**src/rtl/avl_master_lsu.sv**
```systemverilog
// Purpose: single-beat Avalon-MM master for CPU byte/half/word loads and stores.
// Latency: command from the cycle after accept; cpu_done the cycle after the completing edge.
// Backpressure: holds the command while avm_waitrequest=1; cpu_busy blocks new requests.
module avl_master_lsu #(
  parameter int TIMEOUT_CYCLES = 0
) (
  input  logic        clk,
  input  logic        rst,
  input  logic        cpu_req,
  input  logic        cpu_we,
  input  logic [31:0] cpu_addr,
  input  logic [1:0]  cpu_size,
  input  logic        cpu_signed,
  input  logic [31:0] cpu_wdata,
  output logic        cpu_busy,
  output logic        cpu_done,
  output logic        cpu_err,
  output logic [31:0] cpu_rdata,
  output logic [31:0] avm_address,
  output logic [3:0]  avm_byteenable,
  output logic [31:0] avm_writedata,
  output logic        avm_read,
  output logic        avm_write,
  input  logic [31:0] avm_readdata,
  input  logic        avm_waitrequest
);

  typedef enum logic [1:0] {IDLE, ACCESS, DONE} state_t;

  // A zero TIMEOUT_CYCLES disables the stall watchdog entirely.
  localparam bit          TO_EN   = (TIMEOUT_CYCLES > 0);
  localparam logic [31:0] TO_LAST = 32'(TIMEOUT_CYCLES - 1);

  state_t      state, state_nxt;
  logic [1:0]  lane_q, lane_nxt;
  logic [1:0]  size_q, size_nxt;
  logic        sgn_q, sgn_nxt;
  logic [31:0] to_cnt, to_cnt_nxt;
  logic        busy_nxt, done_nxt, err_nxt, rd_nxt, wr_nxt;
  logic [31:0] rdata_nxt, addr_nxt, wdat_nxt;
  logic [3:0]  be_nxt;
  logic        illegal;
  logic [31:0] lane_data;
  logic [31:0] load_val;

  // Request legality and load-lane extraction with sign/zero extension.
  always_comb begin
    illegal   = (cpu_size == 2'b11) ||
                (cpu_size == 2'b01 && cpu_addr[0]) ||
                (cpu_size == 2'b10 && cpu_addr[1:0] != 2'b00);
    lane_data = avm_readdata >> {lane_q, 3'b000};
    case (size_q)
      2'b00:   load_val = {{24{sgn_q & lane_data[7]}}, lane_data[7:0]};
      2'b01:   load_val = {{16{sgn_q & lane_data[15]}}, lane_data[15:0]};
      default: load_val = lane_data;
    endcase
  end

  // Next-state and next-output logic; every output is registered below.
  always_comb begin
    state_nxt  = state;
    lane_nxt   = lane_q;
    size_nxt   = size_q;
    sgn_nxt    = sgn_q;
    to_cnt_nxt = to_cnt;
    done_nxt   = 1'b0;
    err_nxt    = 1'b0;
    rd_nxt     = avm_read;
    wr_nxt     = avm_write;
    rdata_nxt  = cpu_rdata;
    addr_nxt   = avm_address;
    be_nxt     = avm_byteenable;
    wdat_nxt   = avm_writedata;
    case (state)
      IDLE: begin
        if (cpu_req) begin
          if (illegal) begin
            state_nxt = DONE;
            done_nxt  = 1'b1;
            err_nxt   = 1'b1;
          end else begin
            state_nxt  = ACCESS;
            addr_nxt   = {cpu_addr[31:2], 2'b00};
            lane_nxt   = cpu_addr[1:0];
            size_nxt   = cpu_size;
            sgn_nxt    = cpu_signed;
            to_cnt_nxt = 32'd0;
            rd_nxt     = ~cpu_we;
            wr_nxt     = cpu_we;
            case (cpu_size)
              2'b00: begin
                be_nxt   = 4'b0001 << cpu_addr[1:0];
                wdat_nxt = {4{cpu_wdata[7:0]}};
              end
              2'b01: begin
                be_nxt   = 4'b0011 << cpu_addr[1:0];
                wdat_nxt = {2{cpu_wdata[15:0]}};
              end
              default: begin
                be_nxt   = 4'b1111;
                wdat_nxt = cpu_wdata;
              end
            endcase
          end
        end
      end
      ACCESS: begin
        if (!avm_waitrequest) begin
          state_nxt = DONE;
          done_nxt  = 1'b1;
          rd_nxt    = 1'b0;
          wr_nxt    = 1'b0;
          if (avm_read) rdata_nxt = load_val;
        end else if (TO_EN && to_cnt == TO_LAST) begin
          state_nxt = DONE;
          done_nxt  = 1'b1;
          err_nxt   = 1'b1;
          rd_nxt    = 1'b0;
          wr_nxt    = 1'b0;
        end else begin
          to_cnt_nxt = to_cnt + 32'd1;
        end
      end
      DONE:    state_nxt = IDLE;
      default: state_nxt = IDLE;
    endcase
    busy_nxt = (state_nxt != IDLE);
  end

  // State and output registers; reset abandons any transfer in flight.
  always_ff @(posedge clk) begin
    if (rst) begin
      state          <= IDLE;
      lane_q         <= 2'b00;
      size_q         <= 2'b00;
      sgn_q          <= 1'b0;
      to_cnt         <= 32'd0;
      cpu_busy       <= 1'b0;
      cpu_done       <= 1'b0;
      cpu_err        <= 1'b0;
      cpu_rdata      <= 32'd0;
      avm_address    <= 32'd0;
      avm_byteenable <= 4'd0;
      avm_writedata  <= 32'd0;
      avm_read       <= 1'b0;
      avm_write      <= 1'b0;
    end else begin
      state          <= state_nxt;
      lane_q         <= lane_nxt;
      size_q         <= size_nxt;
      sgn_q          <= sgn_nxt;
      to_cnt         <= to_cnt_nxt;
      cpu_busy       <= busy_nxt;
      cpu_done       <= done_nxt;
      cpu_err        <= err_nxt;
      cpu_rdata      <= rdata_nxt;
      avm_address    <= addr_nxt;
      avm_byteenable <= be_nxt;
      avm_writedata  <= wdat_nxt;
      avm_read       <= rd_nxt;
      avm_write      <= wr_nxt;
    end
  end

endmodule

```
**config.mk**
```make
export PLATFORM = sky130hd
export DESIGN_NAME = avl_master_lsu
export DESIGN_NICKNAME = d
export VERILOG_FILES = /design/src/rtl/avl_master_lsu.sv
export SDC_FILE = /design/constraint.sdc
export NUM_CORES = 1
export LEC_CHECK = 0
export ABC_CLOCK_PERIOD_IN_PS = 1500
export CORE_MARGIN = 10
export CORE_UTILIZATION = 23
export CTS_CLUSTER_DIAMETER = 40
export CTS_CLUSTER_SIZE = 28
export DETAILED_ROUTE_END_ITERATION = 7
export PLACE_DENSITY_LB_ADDON = 0.15
export SYNTH_ARGS = -nofsm -noshare
export SYNTH_HDL_FRONTEND = slang
export SYNTH_SLANG_ARGS = --single-unit
export TNS_END_PERCENT = 1
```
**constraint.sdc**
```tcl
create_clock -name clk -period 1.5 [get_ports clk]
set_input_delay 0.45 -clock clk [delete_from_list [all_inputs] [get_ports clk]]
set_output_delay 0.45 -clock clk [all_outputs]
set_load 0.01 [all_outputs]
```
=== Yosys cells after proc, flatten, opt, wreduce, memory -nomap -nowiden ===
Cells that the tools add are included.

* Equality and inequality tests: 8
* Shift-type cells: 3
* Mux-type cells: 18
* Bitwise logic cells: 6
* Reduce and logical (&&, ||, !) cells: 14

{| class="wikitable"
|+ Operators by type and width
! kind !! count
|-
| $pmux W32 S2 || 2
|-
| $shr A32 B5 Y32 || 1
|-
| $mux W1 || 8
|-
| $pmux W4 S2 || 1
|-
| $eq A2 B1 Y1 const B || 3
|-
| $logic_not A2 Y1 || 3
|-
| $mux W2 || 3
|-
| $ne A2 B2 Y1 const B || 3
|-
| $pmux W1 S2 || 3
|-
| $reduce_and A3 Y1 || 2
|-
| $reduce_bool A2 Y1 || 3
|-
| $eq A2 B2 Y1 const B || 2
|-
| $not A1 Y1 || 4
|-
| $pmux W2 S2 || 1
|-
| $reduce_and A4 Y1 || 1
|-
| $shl A1 B2 Y4 const A || 1
|-
| $shl A2 B2 Y4 const A || 1
|-
| $and A1 B1 Y1 || 2
|-
| $logic_and A1 B1 Y1 || 2
|-
| $logic_or A1 B1 Y1 || 2
|-
| $reduce_or A2 Y1 || 1
|}

* Flip-flop bits (word level): 110
* Word-level logic and storage cells: 62

=== Longest topological paths before layout ===
Gate-level depths: netlist of run 1.

* Depth in word-level cells: 8
* Mapped depth: 6

=== Worst setup path before layout of run 1 ===
OpenSTA, ideal clock, no wires.

* Path kind: flip-flop to flip-flop
* From: register lane_q[0]
* To: register cpu_rdata[19]
* Arrival: 1.448 ns
* Data required time: 1.358 ns
* Setup slack: -0.090 ns
* Stages on the path, launching flop included: 7
* Path buffers: 2
* Path through: dfxtp_1 -> buf_2 -> mux2i_1 -> nand3_1 -> a31oi_2 -> buf_4 -> a211oi_2

* Word-level cells in the longest chain between the ends: 3
* Elaborated cells between the ends (all ways): 4
* Classes of those cells: shift: 1; mux: 1; bitwise: 2

{| class="wikitable"
|+ Ends and longest elaborated chain
! element !! RTL line !! source
|-
| start, declared || 35 || <nowiki>logic [1:0] lane_q, lane_nxt;</nowiki>
|-
| start signal, assigned || 149 || <nowiki>lane_q <= lane_nxt;</nowiki>
|-
| $shr A32 B5 Y32 * || 51 || <nowiki>lane_data = avm_readdata >> {lane_q, 3'b000};</nowiki>
|-
| $and A1 B1 Y1, on equally long branches || 54, 53 ||
|-
| $pmux W32 S2 * || 52 || <nowiki>case (size_q)</nowiki>
|-
| end signal, assigned || 156 || <nowiki>cpu_rdata <= rdata_nxt;</nowiki>
|-
| end, declared || 18 || <nowiki>output logic [31:0] cpu_rdata,</nowiki>
|}

Mark *: on every way between the ends. The rest lies on a longest branch, timed or not.
A chain may end at the register's enable or synchronous reset.

=== Final worst setup path of run 1 ===
* From: register lane_q[0]
* To: register cpu_rdata[24]

The elaborated chain is that of the path after synthesis.

==> metrics.txt, run 1 <==
# setup viols final=18; Detailed Routing Iterations Pass 1=5; Hold Path Class=input port to register; Avg WL per Cell=~18 um; flip-flop and latch count after synthesis=110; Yosys warnings=0; max-cap violations=0; share of layout cells above drive strength 1=0.168; max incr delay on CP=0.36 ns; Max Clock Freq=about 0.62 GHz; NumNets Final=910; all-layer global routing usage=0.136; Die Span Y=between 150 and 200 um; post-DP HPWL=between 10 and 15 mm; Net Switching=about 1900 uW; Worst Path Arrival=between 1.5 and 2 ns; final hold viol count=0; P_leak=between 0.003 and 0.004 uW; pwr dens=879 nW/um^2; reg2reg start=lane_q[0]$_SDFFE_PP0P_; cell mode on critical path=buf_6; Via density=approximately 4.5; Clk pwr share=0.358; R2R setup slack=-0.12 ns; Detailed Route WL=19.6 mm; setup slack after layout=-0.120 ns; Via Count=slightly below 5000; 1st-iter DRT viols=256; crit-path max FO=6; gr ovfl total=0; starting density of the core=0.234; cell family with most CP delay=compound AO/OA/AOI/OAI gates; CP Class=register to register; CTS tree=built; hold slack=roughly 0.42 ns; CP Capture Type=register; Clock Skew=around 0.0065 ns; top post-synthesis cells by area=dfxtp_1 46%, nand2_1 11%, a21oi_1 7.6%; RSZ-0062 raised after global routing=yes; worst path bufs/invs=3; initial antenna violation count=2; Critical Path Slowest Stage Cell=dfxtp_4; vias in the first global route=between 4000 and 5000; RePlAce Congestion=0.829; num ports=around 210; failing checks=setup timing; worst-skew pair later-pin latency=around 0.36 ns; Final Slew Violations=0; most frequent cells in the layout=142 x nand2_1, 108 x dfxtp_1, 105 x dlygate4sd2_1; Placed Cells incl. Taps=1055; TritonCTS buffer count=9; worst setup path startpoint=lane_q[0]$_SDFFE_PP0P_; clock tree root buffer cell=clkbuf_16; Int Pwr=~5100 uW; Worst Hold Launch=cpu_req; cell count after synthesis=approximately 560; Setup WS pre-CTS=-0.692 ns; setup tns final=-1.29 ns; crit path launch type=register; Worst Path Required=1.77 ns; Port Buf Inserts=slightly above 200; CTS Sinks=110; Flop pwr share=0.446; antenna viol nets, final=0; Area growth syn-to-layout=67.9%; Worst VDD drop=0.497 mV; crit path cell chain=buf_6, mux2i_2, o211ai_1, a31oi_4, buf_6, buf_12, a211oi_2; fin cells=1083; commonest non-fill, non-tap cell in the layout=nand2_1; first-pass GRT wire length=28.5 mm; Die W=between 150 and 200 um; Final period util=1.08; # hold bufs at CTS=0; FP Rows=52; largest net degree at the start of global routing=~70; Die Area=26800 um^2; Reg clk slew, reported paths=around 0.07 ns; Comb pwr share=0.196; area of the core=20200 um^2; min cycle time layout=between 1.5 and 2 ns; DRC=0; htree depth=3; outcome=finished, violations left; clock buffer depth=2; Net Sw Frac=0.266; register area share after synthesis=0.464; Distinct cells, synth=35; Yosys top cell by area=dfxtp_1; Mapped Area=about 4700 um^2; Yosys top cell area share=0.464; Syn Area/Cell=approximately 8.4 um^2
[state kept, by name, summed over array words and instances (netlist names), 2 cells and up]
register	cells
avm_byteenable	4
avm_writedata	32
avm_address	30
cpu_rdata	32
state	2
lane_q	2
size_q	2
[worst min-delay path: stages]
cell and delay (ns):
dlymetal6s2s_1 0.13, nor2_1 0.09, nor3_1 0.06
[cells in the mapped netlist]
cell type / instances
nand2_1: 143
a211oi_2: 10
nor3_1: 2
o21a_1: 1
clkinv_1: 1
buf_1: 2
nor2b_1: 2
dfxtp_1: 110
o21ai_2: 1
buf_4: 7
and2_1: 1
nand3_1: 4
or3b_2: 1
nand2_2: 1
nor3b_2: 2
nor2_1: 45
buf_2: 14
a22o_1: 7
mux4_2: 1
a211oi_1: 15
nand2b_1: 3
conb_1: 1
mux2_2: 7
and2b_1: 1
a211oi_4: 1
a311oi_1: 13
mux2i_1: 33
a31oi_2: 1
inv_1: 3
o21ai_0: 18
o211ai_1: 16
a21oi_1: 72
clkbuf_1: 21
o21bai_1: 1
nand3b_1: 3
[path summary, 6_finish.rpt]
path | to | cells past startpoint
worst min-delay path | cpu_busy$_SDFF_PP0_ | 3
worst max-delay path | cpu_rdata[24]$_SDFFE_PP0P_ | 7
worst min register to register | avm_address[11]$_SDFFE_PP0P_ | 2
worst max register to register | cpu_rdata[24]$_SDFFE_PP0P_ | 7
[layer usage]
layer  up-vias  track usage  wire [um]
met5         -            0          0
met3        17       0.0408       1410
met4         0       0.0435        291
li1       2438            -          -
met2       162        0.235       9760
met1      2288        0.158       8110
[layout make-up]
cell class	count	area (um^2)
Fill cell	2078	12300
Timing Repair Buffer	274	2630
Multi-Input combinational cell	407	2460
Sequential cell	110	2210
Tap cell	270	338
Clock buffer	11	253
Clock inverter	5	57.6
Inverter	4	15.0
Antenna cell	2	5.00
[through the flow]
step | total power [uW] | utilization | cell area (um^2)
6_report | 7000 | 0.394 | 7970
5_1_grt | 7330 | 0.394 | 7960
4_1_cts | 7020 | 0.383 | 7740
3_5_place_dp | 4560 | 0.368 | 7450
3_3_place_gp | 4550 | 0.368 | 7450
2_1_floorplan | 3740 | - | 4760
[repair_timing]
action / CTS / global route
gates resized for setup: 129 / 33
pin swaps: 14 / 11
buffers inserted: 4 / 1
cloned: 1 / 5
setup endpoints to repair: 209 / 109
[power by group through the flow]
stage               Sequential [uW]  Combinational (uW)  Clock (uW)
global route                   3140                1490        2700
finish                         3120                1380        2510
CTS                            3120                1290        2610
global placement               3190                1360           0
floorplan                      3250                 495           0
detailed placement             3190                1370           0
[cell families after synthesis]
group,Yosys count,share of synthesized area
muxes,41,0.0910
buffers and inverters,48,0.0472
AOI/OAI and AO/OA,156,0.219
other,1,0.000790
DFF,110,0.464
and+or+nand+nor,208,0.178
Power figures use the tool's default switching activity.
==> inputs of run 2 (changes only) <==
--- a/config.mk
+++ b/config.mk
@@ -11,7 +11,7 @@
 export CTS_CLUSTER_DIAMETER = 40
 export CTS_CLUSTER_SIZE = 28
 export DETAILED_ROUTE_END_ITERATION = 7
-export PLACE_DENSITY_LB_ADDON = 0.15
+export PLACE_DENSITY = 0.55
 export SYNTH_ARGS = -nofsm -noshare
 export SYNTH_HDL_FRONTEND = slang
 export SYNTH_SLANG_ARGS = --single-unit
==> constraint.sdc (replaced) <==
create_clock -name clk -period 1.5 [get_ports clk]
set_input_delay 0.45 -clock clk [delete_from_list [all_inputs] [get_ports clk]]
set_output_delay 0.45 -clock clk [all_outputs]
set_load 0.005 [all_outputs]
==> metrics.txt, run 2 (synthesized netlist as in run 1, its figures left out) <==
all-layer global routing usage=0.132 (-0.00452); placed cell area=7570 um^2 (+1.6%); num ports=209 (unchanged); max-cap violations=0 (unchanged); Die Area=26800 um^2 (unchanged); TritonCTS buffer count=9 (unchanged); Final period util=0.999 (-0.0812); Port Buf Inserts=206 (unchanged); RSZ-0062 raised after global routing=yes; Via density=4.46 (-1.5%); Reg clk slew, reported paths=0.07 ns (about the same); largest registers=avm_writedata: 32 flops, cpu_rdata: 32 flops, avm_address: 30 flops; starting density of the core=0.234 (unchanged); share of layout cells above drive strength 1=0.172 (+0.00447); 1st-iter DRT viols=267 (+4.3%); CTS tree=built; htree depth=3 (unchanged); commonest non-fill, non-tap cell in the layout=nand2_1; # setup viols final=0 (-18); CP Class=register to register; area of the core=20200 um^2 (unchanged); largest net degree at the start of global routing=74 (+8.8%); Final Slew Violations=0 (unchanged); R2R setup slack=0.001 ns (+0.12 ns); NumNets Final=920 (+1.1%); min cycle time layout=1.50 ns (-0.122 ns); FP Rows=52 (unchanged); final hold viol count=0 (unchanged); Area growth syn-to-layout=70.0%; setup slack after layout=0.00147 ns (+0.122 ns); worst-skew pair later-pin latency=0.36 ns (about the same); Worst Path Required=1.77 ns (about the same); Die Span Y=164 um (unchanged); initial antenna violation count=5 (+3); setup tns final=0 ns (+1.29 ns); Worst VDD drop=0.607 mV (+22%); Setup WS pre-CTS=-0.684 ns (+0.00799 ns); pwr dens=859 nW/um^2 (-2.2%); reg2reg start=lane_q[0]$_SDFFE_PP0P_; outcome=finished clean; Detailed Routing Iterations Pass 1=6 (+1); crit path launch type=register; RePlAce Congestion=0.774 (-6.7%); post-layout util=0.399 (+0.00488); CP Capture Type=register; Die W=164 um (unchanged); Avg WL per Cell=17.5 um (-3.3%); clock buffer depth=2 (unchanged); P_leak=0.00338 uW (+1.9%); Clock Skew=0.00825 ns (+0.00172 ns); crit-path max FO=8 (+2); Worst Path Arrival=1.77 ns (-0.12 ns); reg2reg path depth=6 (-1); CP endpoint=cpu_rdata[29]$_SDFFE_PP0P_; Via Count=4869 (-0.73%); most frequent cells in the layout=142 x nand2_1, 107 x dlygate4sd2_1, 105 x dfxtp_1; finished layout cell area=8070 um^2 (+1.2%); Hold Path Class=input port to register; Max Clock Freq=0.667 GHz (+8.1%); Detailed Route WL=19.1 mm (-2.6%); DRC=0 (unchanged); gr ovfl total=0 (unchanged); worst setup path startpoint=lane_q[0]$_SDFFE_PP0P_; r2r endpoint=cpu_rdata[29]$_SDFFE_PP0P_; post-DP HPWL=14.0 mm (-5.2%); vias in the first global route=4673 (-5.5%); first-pass GRT wire length=27.7 mm (-3.0%); CTS Sinks=110 (unchanged); clock tree root buffer cell=clkbuf_16; antenna viol nets, final=0 (unchanged)
[run 2: cell types whose count changed in the layout (fill, tap and decap cells not counted), sizes merged]
cell	previous run	this run
bufbuf	1	0
inv	3	5
buf	65	74
dlymetal6s2s	2	4
clkdlybuf4s15	6	2
dlygate4sd2	105	107
clkinv	5	2
clkinvlp	0	1
[run 2: through the flow]
step / hold slack [ns] / power, uW / cells
2_1_floorplan: 0.453 / 3690 / 565
3_3_place_gp: 0.441 / 4540 / 1063
3_5_place_dp: 0.445 / 4540 / 1063
4_1_cts: 0.357 / 6920 / 1077
5_1_grt: 0.361 / 7290 / 1089
6_report: 0.372 / 6930 / 1091
[run 2: final cells by class]
class | instances | area, um^2
Tap cell | 270 | 338
Inverter | 4 | 15.0
Antenna cell | 2 | 5.00
Clock buffer | 9 | 225
Multi-Input combinational cell | 407 | 2440
Sequential cell | 110 | 2210
Fill cell | 2074 | 12200
Clock inverter | 5 | 60.1
Timing Repair Buffer | 284 | 2770
[run 2: worst min path at each step]
stage,depth (start not counted),start,slack (ns),end
3_3_place_gp,2,avm_address[27]$_SDFFE_PP0P_,0.44,avm_address[27]$_SDFFE_PP0P_
2_1_floorplan,2,avm_address[10]$_SDFFE_PP0P_,0.45,avm_address[10]$_SDFFE_PP0P_
3_5_place_dp,2,avm_address[25]$_SDFFE_PP0P_,0.45,avm_address[25]$_SDFFE_PP0P_
4_1_cts,2,rst,0.36,cpu_rdata[1]$_SDFFE_PP0P_
6_report,2,rst,0.37,cpu_rdata[18]$_SDFFE_PP0P_
5_1_grt,2,rst,0.36,cpu_rdata[18]$_SDFFE_PP0P_
[run 2: timing repair]
item,CTS,global route
gates resized for setup,120,25
gates cloned,0,5
endpoints found under the setup margin,209,98
setup buffers,0,7
hold buffers,0,0
pin swaps,4,10
[run 2: routing by layer]
layer / GRT usage / part of all wire / up-vias
li1: - / - / 2457
met1: 0.165 / 0.45 / 2241
met2: 0.206 / 0.46 / 145
met3: 0.0466 / 0.079 / 22
met4: 0.0443 / 0.015 / 4
met5: 0 / 0.0011 / -
[run 2: report_power, final]
part / switching, uW / internal [uW]
Clock: 1140 / 1290
Sequential: 66.4 / 3050
Combinational: 629 / 761
Total: 1830 / 5100
[run 2: worst max-delay path, stage by stage, from the launching register on]
cell and delay, ns:
dfxtp_4 0.36, buf_6 0.12, mux2i_2 0.14, o211ai_1 0.29, a31oi_4 0.16, buf_12 0.17
a211oi_2 0.18
==> inputs of run 3 (changes only) <==
--- a/config.mk
+++ b/config.mk
@@ -6,6 +6,7 @@
 export NUM_CORES = 1
 export LEC_CHECK = 0
 export ABC_CLOCK_PERIOD_IN_PS = 1500
+export CAP_MARGIN = 20
 export CORE_MARGIN = 10
 export CORE_UTILIZATION = 23
 export CTS_CLUSTER_DIAMETER = 40
==> results of run 3 <==
No change in the layout: final DEF, timing and power equal those of run 2.
==> edit 1 (settings of run 1) <==
Re-encode `state_t` (3 states) as one-hot, 3 bits wide.
--- a/src/rtl/avl_master_lsu.sv
+++ b/src/rtl/avl_master_lsu.sv
@@ -25,7 +25,7 @@
   input  logic        avm_waitrequest
 );
 
-  typedef enum logic [1:0] {IDLE, ACCESS, DONE} state_t;
+  typedef enum logic [2:0] {IDLE = 3'b001, ACCESS = 3'b010, DONE = 3'b100} state_t;
 
   // A zero TIMEOUT_CYCLES disables the stall watchdog entirely.
   localparam bit          TO_EN   = (TIMEOUT_CYCLES > 0);
Function: no difference found for any inputs over 4 cycles, from zero or initial values and one cycle with rst high; so few cycles prove little.
==> edit 1 against run 1 <==
The flow still finishes with violations (negative setup slack). Routed wire length down 4.5%. Largest cell class unchanged. Critical path type unchanged. Die area up 1.4%. Synthesized area up 1.6%. Setup slack worse by 62 ps. Critical endpoint is now cpu_rdata[21]$_SDFFE_PP0P_. Power down 3.4%. Sequential cell count up 1. Sequential share of layout area up 0.87 points. Design area down 2.2%. Highest routed layer unchanged.
==> edit 1: results (changes against run 1) <==
SETUP_VIOL=25  # was 18
CRIT_PATH_ARRIVAL_TIME_PS=1920  # was 1890 ps
DRT-VIAS-PER-INSTANCE=4.54  # was 4.53
TRACK_USAGE=0.136  # about the same
CRITPATHMAXSTAGEDELAY_PS=520  # was 360 ps
WORST_IR_DROP_ON_VDD_uV=493  # was 497 uV
SETUP_TNS_FINAL_PS=-3180  # was -1290 ps
SYNTH.TOP_CELLS.BY_COUNT='164 x nand2_1, 111 x dfxtp_1, 64 x a21oi_1, 53 x nor2_1'  # was 143 x nand2_1, 110 x dfxtp_1, 72 x a21oi_1, 45 x nor2_1, 33 x mux2i_1
POSTSYNTH.ASYNCRESETSHARE=0  # unchanged
DETAILEDROUTE.FIRSTPASSITERATIONCOUNT=4  # was 5
CRITICAL_PATH.SLOWEST_CELL='mux4_2'  # was dfxtp_4
VIOLATIONS='negative setup slack'  # unchanged
P_SW_mW=1.84  # was 1.86 mW
POST-DP-HPWL_UM=14600  # was 14800 um
TIMING.FINAL.WS_SETUP_PS=-182  # was -120 ps
SEQ_TOTAL_AREA_YOSYS=0.461  # was 0.464
VIAS_IN_THE_FIRST_GLOBAL_ROUTE=5173  # was 4946
CLKTRANSATPATHREGS_PS=70  # about the same
FINAL_NETS=930  # was 910
DRT_ITER0_MARKERS=145  # was 256
RUN_STATUS='finished, violations left'  # unchanged
SYNTHDISTINCTLIBCELLS=36  # was 35
VIAS=5009  # was 4905
YOSYSWARNINGCOUNT=0  # unchanged
CRITICAL_PATH.MAX_FANOUT=8  # was 6
NETLIST_INSTANCES=596  # was 564
POWER_LEAKAGE_nW=3.24  # was 3.32 nW
WORST_HOLD_PATH_TYPE='reg2reg'  # was in2reg
TIMING.CLOCK.SKEW_PS=10.2  # was 6.53 ps
HOLD_VIOL=0  # unchanged
POST_ROUTE_CELLS_DRIVE_ABOVE_1_SHARE=0.134  # was 0.168
NFILLCELLS=2145  # was 2078
ROUTE.DETAILED.WL_PER_INST_UM=17.0  # was 18.1 um
HOLD_SLACK_PS=451  # was 421 ps
DP_CELLS=1084  # was 1055
GRT_FIRST_PASS_WIRELENGTH_UM=29100  # was 28500 um
WORST_PIN_SLEW_PS=579
SYNTH.TOP_CELLS.BY_AREA='dfxtp_1 46%, nand2_1 13%, a21oi_1 6.6%, mux2i_1 6.4%, a211oi_1 4.8%'  # was dfxtp_1 46%, nand2_1 11%, a21oi_1 7.6%, mux2i_1 7.0%, nor2_1 3.6%
PLACE.GP.CONGESTION=0.842  # was 0.829
PIN_COUNT_OF_THE_BIGGEST_NET_ENTERING_GLOBAL_ROUTING=37  # was 68
[edit 1: timing repair]
item                       4_1_cts  5_1_grt
pin swaps                        7        6
setup endpoints to repair      208      120
setup buffers                    2        0
gates resized for setup        129        5
cloned                           1        0
[edit 1: power groups by stage]
| stage | clock, mW | sequential (mW) | combinational, mW |
|---|---|---|---|
| 2_1_floorplan | 0 | 3.26 | 0.503 |
| 3_3_place_gp | 0 | 3.21 | 1.37 |
| 3_5_place_dp | 0 | 3.21 | 1.38 |
| 4_1_cts | 2.44 | 3.14 | 1.31 |
| 5_1_grt | 2.60 | 3.16 | 1.41 |
| 6_report | 2.34 | 3.14 | 1.29 |
[edit 1: cell families (layout without fill, tap and decap cells)]
kind of cell,after synthesis,after routing,share of synthesized area
DFF,111,111,0.461
muxes,40,40,0.0878
buffers and inverters,56,290,0.0535
and+or+nand+nor,243,243,0.204
AOI/OAI and AO/OA,144,144,0.191
other,1,4,0.000778
xor gates and xnor gates,1,1,0.00182
[edit 1: final cells by class]
type / instances / area share
Antenna cell: 2 / 0.000643
Clock buffer: 11 / 0.0312
Clock inverter: 5 / 0.00530
Inverter: 4 / 0.00193
Multi-Input combinational cell: 430 / 0.309
Sequential cell: 111 / 0.286
Tap cell: 270 / 0.0434
Timing Repair Buffer: 270 / 0.323
[edit 1: path summary, 6_finish.rpt]
kind	end	cells after the start	start
worst max-delay path	cpu_rdata[21]$_SDFFE_PP0P_	5	lane_q[1]$_SDFFE_PP0P_
worst min-delay path	avm_address[27]$_SDFFE_PP0P_	2	avm_address[27]$_SDFFE_PP0P_
worst max register to register	cpu_rdata[21]$_SDFFE_PP0P_	5	lane_q[1]$_SDFFE_PP0P_
worst min register to register	avm_address[27]$_SDFFE_PP0P_	2	avm_address[27]$_SDFFE_PP0P_
[edit 1: worst max-delay path, delay by kind of cell (launching register included)]
family	cells	cell delay (ps)
mux	1	520
flops	1	360
buf+inv	1	170
simple gates	1	250
compound gates	2	270
[edit 1: through the flow]
stage	worst slack, ps	area [um2]
floorplan	-254	4820
global placement	-656	7570
detailed placement	-672	7570
CTS	-230	7810
global route	-242	7780
finish	-182	7790
[edit 1: layer usage]
layer  routed length [um]  part of all wire  up-vias  global-route usage
li1                     -                 -     2499                   -
met1                 8050              0.43     2344               0.163
met2                 8840              0.47      150               0.224
met3                 1500             0.080       16              0.0443
met4                  310             0.017        0              0.0479
met5                    0                 0        -                   0
==> edit 2 (settings of run 1) <==
Without the edit above. Put one more register stage on the output `cpu_err`. The value now appears one clock later. The other outputs are not delayed to match.
--- a/src/rtl/avl_master_lsu.sv
+++ b/src/rtl/avl_master_lsu.sv
@@ -30,6 +30,8 @@
   // A zero TIMEOUT_CYCLES disables the stall watchdog entirely.
   localparam bit          TO_EN   = (TIMEOUT_CYCLES > 0);
   localparam logic [31:0] TO_LAST = 32'(TIMEOUT_CYCLES - 1);
+
+  logic cpu_err_s0;
 
   state_t      state, state_nxt;
   logic [1:0]  lane_q, lane_nxt;
@@ -137,7 +139,7 @@
       to_cnt         <= 32'd0;
       cpu_busy       <= 1'b0;
       cpu_done       <= 1'b0;
-      cpu_err        <= 1'b0;
+      cpu_err_s0     <= 1'b0;
       cpu_rdata      <= 32'd0;
       avm_address    <= 32'd0;
       avm_byteenable <= 4'd0;
@@ -152,7 +154,7 @@
       to_cnt         <= to_cnt_nxt;
       cpu_busy       <= busy_nxt;
       cpu_done       <= done_nxt;
-      cpu_err        <= err_nxt;
+      cpu_err_s0     <= err_nxt;
       cpu_rdata      <= rdata_nxt;
       avm_address    <= addr_nxt;
       avm_byteenable <= be_nxt;
@@ -162,5 +164,9 @@
     end
   end
 
+  always_ff @(posedge clk) begin
+    cpu_err <= cpu_err_s0;
+  end
+
 endmodule
 
Formal check against the unedited RTL: not equivalent (a bounded check fails within 4 cycles, from zero or initial values and one cycle with rst high).
==> edit 2 against run 1 <==
The flow still finishes with violations (negative setup slack). Critical endpoint is now cpu_rdata[28]$_SDFFE_PP0P_. Sequential cell count increased by 1. Cell count decreased by 0.46%. Design area is 1.9% lower. Die area grew 0.39%. Synthesized area increased by 0.45%. Power decreased by 0.32%. Routed wire length shrank 3.1%. Setup slack improved by 61 ps.
==> edit 2: results (changes against run 1) <==
DRT_ITER0_MARKERS=267  # was 256
POWER_LEAKAGE_nW=3.21  # was 3.32 nW
POST_ROUTE_CELLS_DRIVE_ABOVE_1_SHARE=0.147  # was 0.168
FINAL_NETS=905  # was 910
WORST_IR_DROP_ON_VDD_uV=619  # was 497 uV
VIAS_IN_THE_FIRST_GLOBAL_ROUTE=5060  # was 4946
POST-DP-HPWL_UM=14500  # was 14800 um
COMB_POWER_SHARE=0.188  # was 0.196
TOTALPOWERFINAL_mW=6.98  # was 7.00 mW
RUN_STATUS='finished, violations left'  # unchanged
CRIT_PATH_END='cpu_rdata[28]$_SDFFE_PP0P_'  # was cpu_rdata[24]$_SDFFE_PP0P_
HOLD_PATH_END='cpu_err$_DFF_P_'  # was cpu_busy$_SDFF_PP0_
PLACEDINSTANCEAREA_UM2=7520  # was 7450 um2
POST-CTS-SETUP-BUFFERS=0  # was 4
SETUP_VIOL=11  # was 18
PLACE.GP.CONGESTION=0.807  # was 0.829
GRT_FIRST_PASS_WIRELENGTH_UM=29000  # was 28500 um
NFILLCELLS=2082  # was 2078
CRITICAL_PATH.MAX_FANOUT=16  # was 6
SWSHARE=0.265  # was 0.266
DRT_WL_TOTAL_UM=19000  # was 19600 um
TIMING.CLOCK.SKEW_PS=8.55  # was 6.53 ps
HP-START='cpu_err_s0$_SDFF_PP0_'  # was cpu_req
POWER_FRAC_SEQ=0.451  # was 0.446
WHS_PATH_DEPTH=0  # was 3
SEQ_TOTAL_AREA_YOSYS=0.466  # was 0.464
WORST_HOLD_PATH_TYPE='reg2reg'  # was in2reg
PIN_COUNT_OF_THE_BIGGEST_NET_ENTERING_GLOBAL_ROUTING=61  # was 68
SYNTH.TOP_CELLS.BY_COUNT='144 x nand2_1, 111 x dfxtp_1, 72 x a21oi_1, 45 x nor2_1, 33 x mux2i_1'  # was 143 x nand2_1, 110 x dfxtp_1, 72 x a21oi_1, 45 x nor2_1, 33 x mux2i_1
ANTENNA_VIOLATIONS_BEFORE_REPAIR=3  # was 2
SYNTH.TOP_CELLS.BY_AREA='dfxtp_1 47%, nand2_1 11%, a21oi_1 7.6%, mux2i_1 6.9%, nor2_1 3.5%'  # was dfxtp_1 46%, nand2_1 11%, a21oi_1 7.6%, mux2i_1 7.0%, nor2_1 3.6%
CLK-INSERTION-DELAY-LATE_PS=360  # about the same
VIOLATIONS='negative setup slack'  # unchanged
CRIT_PATH_ARRIVAL_TIME_PS=1830  # was 1890 ps
TRACK_USAGE=0.136  # about the same
TIMING.FINAL.WS_SETUP_PS=-59.0  # was -120 ps
[edit 2: cell count changes in the layout (fill, tap and decap cells not counted), moves of 3 or more]
| cell | run 1 | this run |
|---|---|---|
| a21oi_1 | 64 | 71 |
| a21oi_2 | 8 | 1 |
| buf_6 | 8 | 2 |
| clkdlybuf4s15_1 | 6 | 11 |
| dlygate4sd2_1 | 105 | 101 |
| a311oi_1 | 10 | 13 |
| a311oi_2 | 3 | 0 |
| o21ai_0 | 15 | 18 |
| o21ai_1 | 3 | 0 |
[edit 2: cell families after synthesis]
| family | share of synthesized area |
|---|---|
| simple gates | 0.176 |
| compound gates | 0.218 |
| buf+inv | 0.0478 |
| flops | 0.466 |
| other cells | 0.000787 |
| mux | 0.0906 |
[edit 2: layout make-up]
class	instances	area [um2]	area share
antenna	3	7.51	0.000961
clock buffer	11	253	0.0323
clock inverter	4	53.8	0.00689
inverter	4	15.0	0.00192
multi-input combinational	407	2410	0.308
sequential	111	2230	0.285
tap	270	338	0.0432
timing repair buffer	268	2510	0.322
[edit 2: metrics by stage]
stage | hold slack (ps) | cells | setup slack, ps | utilization | setup TNS, ps
after floorplan | 310 | 566 | -4.28 | - | -27.2
after global placement | 318 | 1059 | -606 | 0.370 | -50550
after detailed placement | 314 | 1059 | -643 | 0.370 | -53400
after CTS | 340 | 1074 | -75.0 | 0.382 | -295
after global routing | 361 | 1077 | -113 | 0.385 | -1630
final | 333 | 1078 | -59.0 | 0.385 | -297
[edit 2: what timing repair did]
action                     in CTS  in global routing
cloned                          0                  1
gates resized for setup       128                 16
setup endpoints to repair     208                110
pin swaps                       9                  3
[edit 2: routing by layer]
metal  part of all wire  track usage  up-vias
li1                   -            -     2427
met3              0.078       0.0433       18
met2               0.46        0.218      171
met5                  0            0        -
met4              0.017       0.0447        0
met1               0.45        0.171     2265
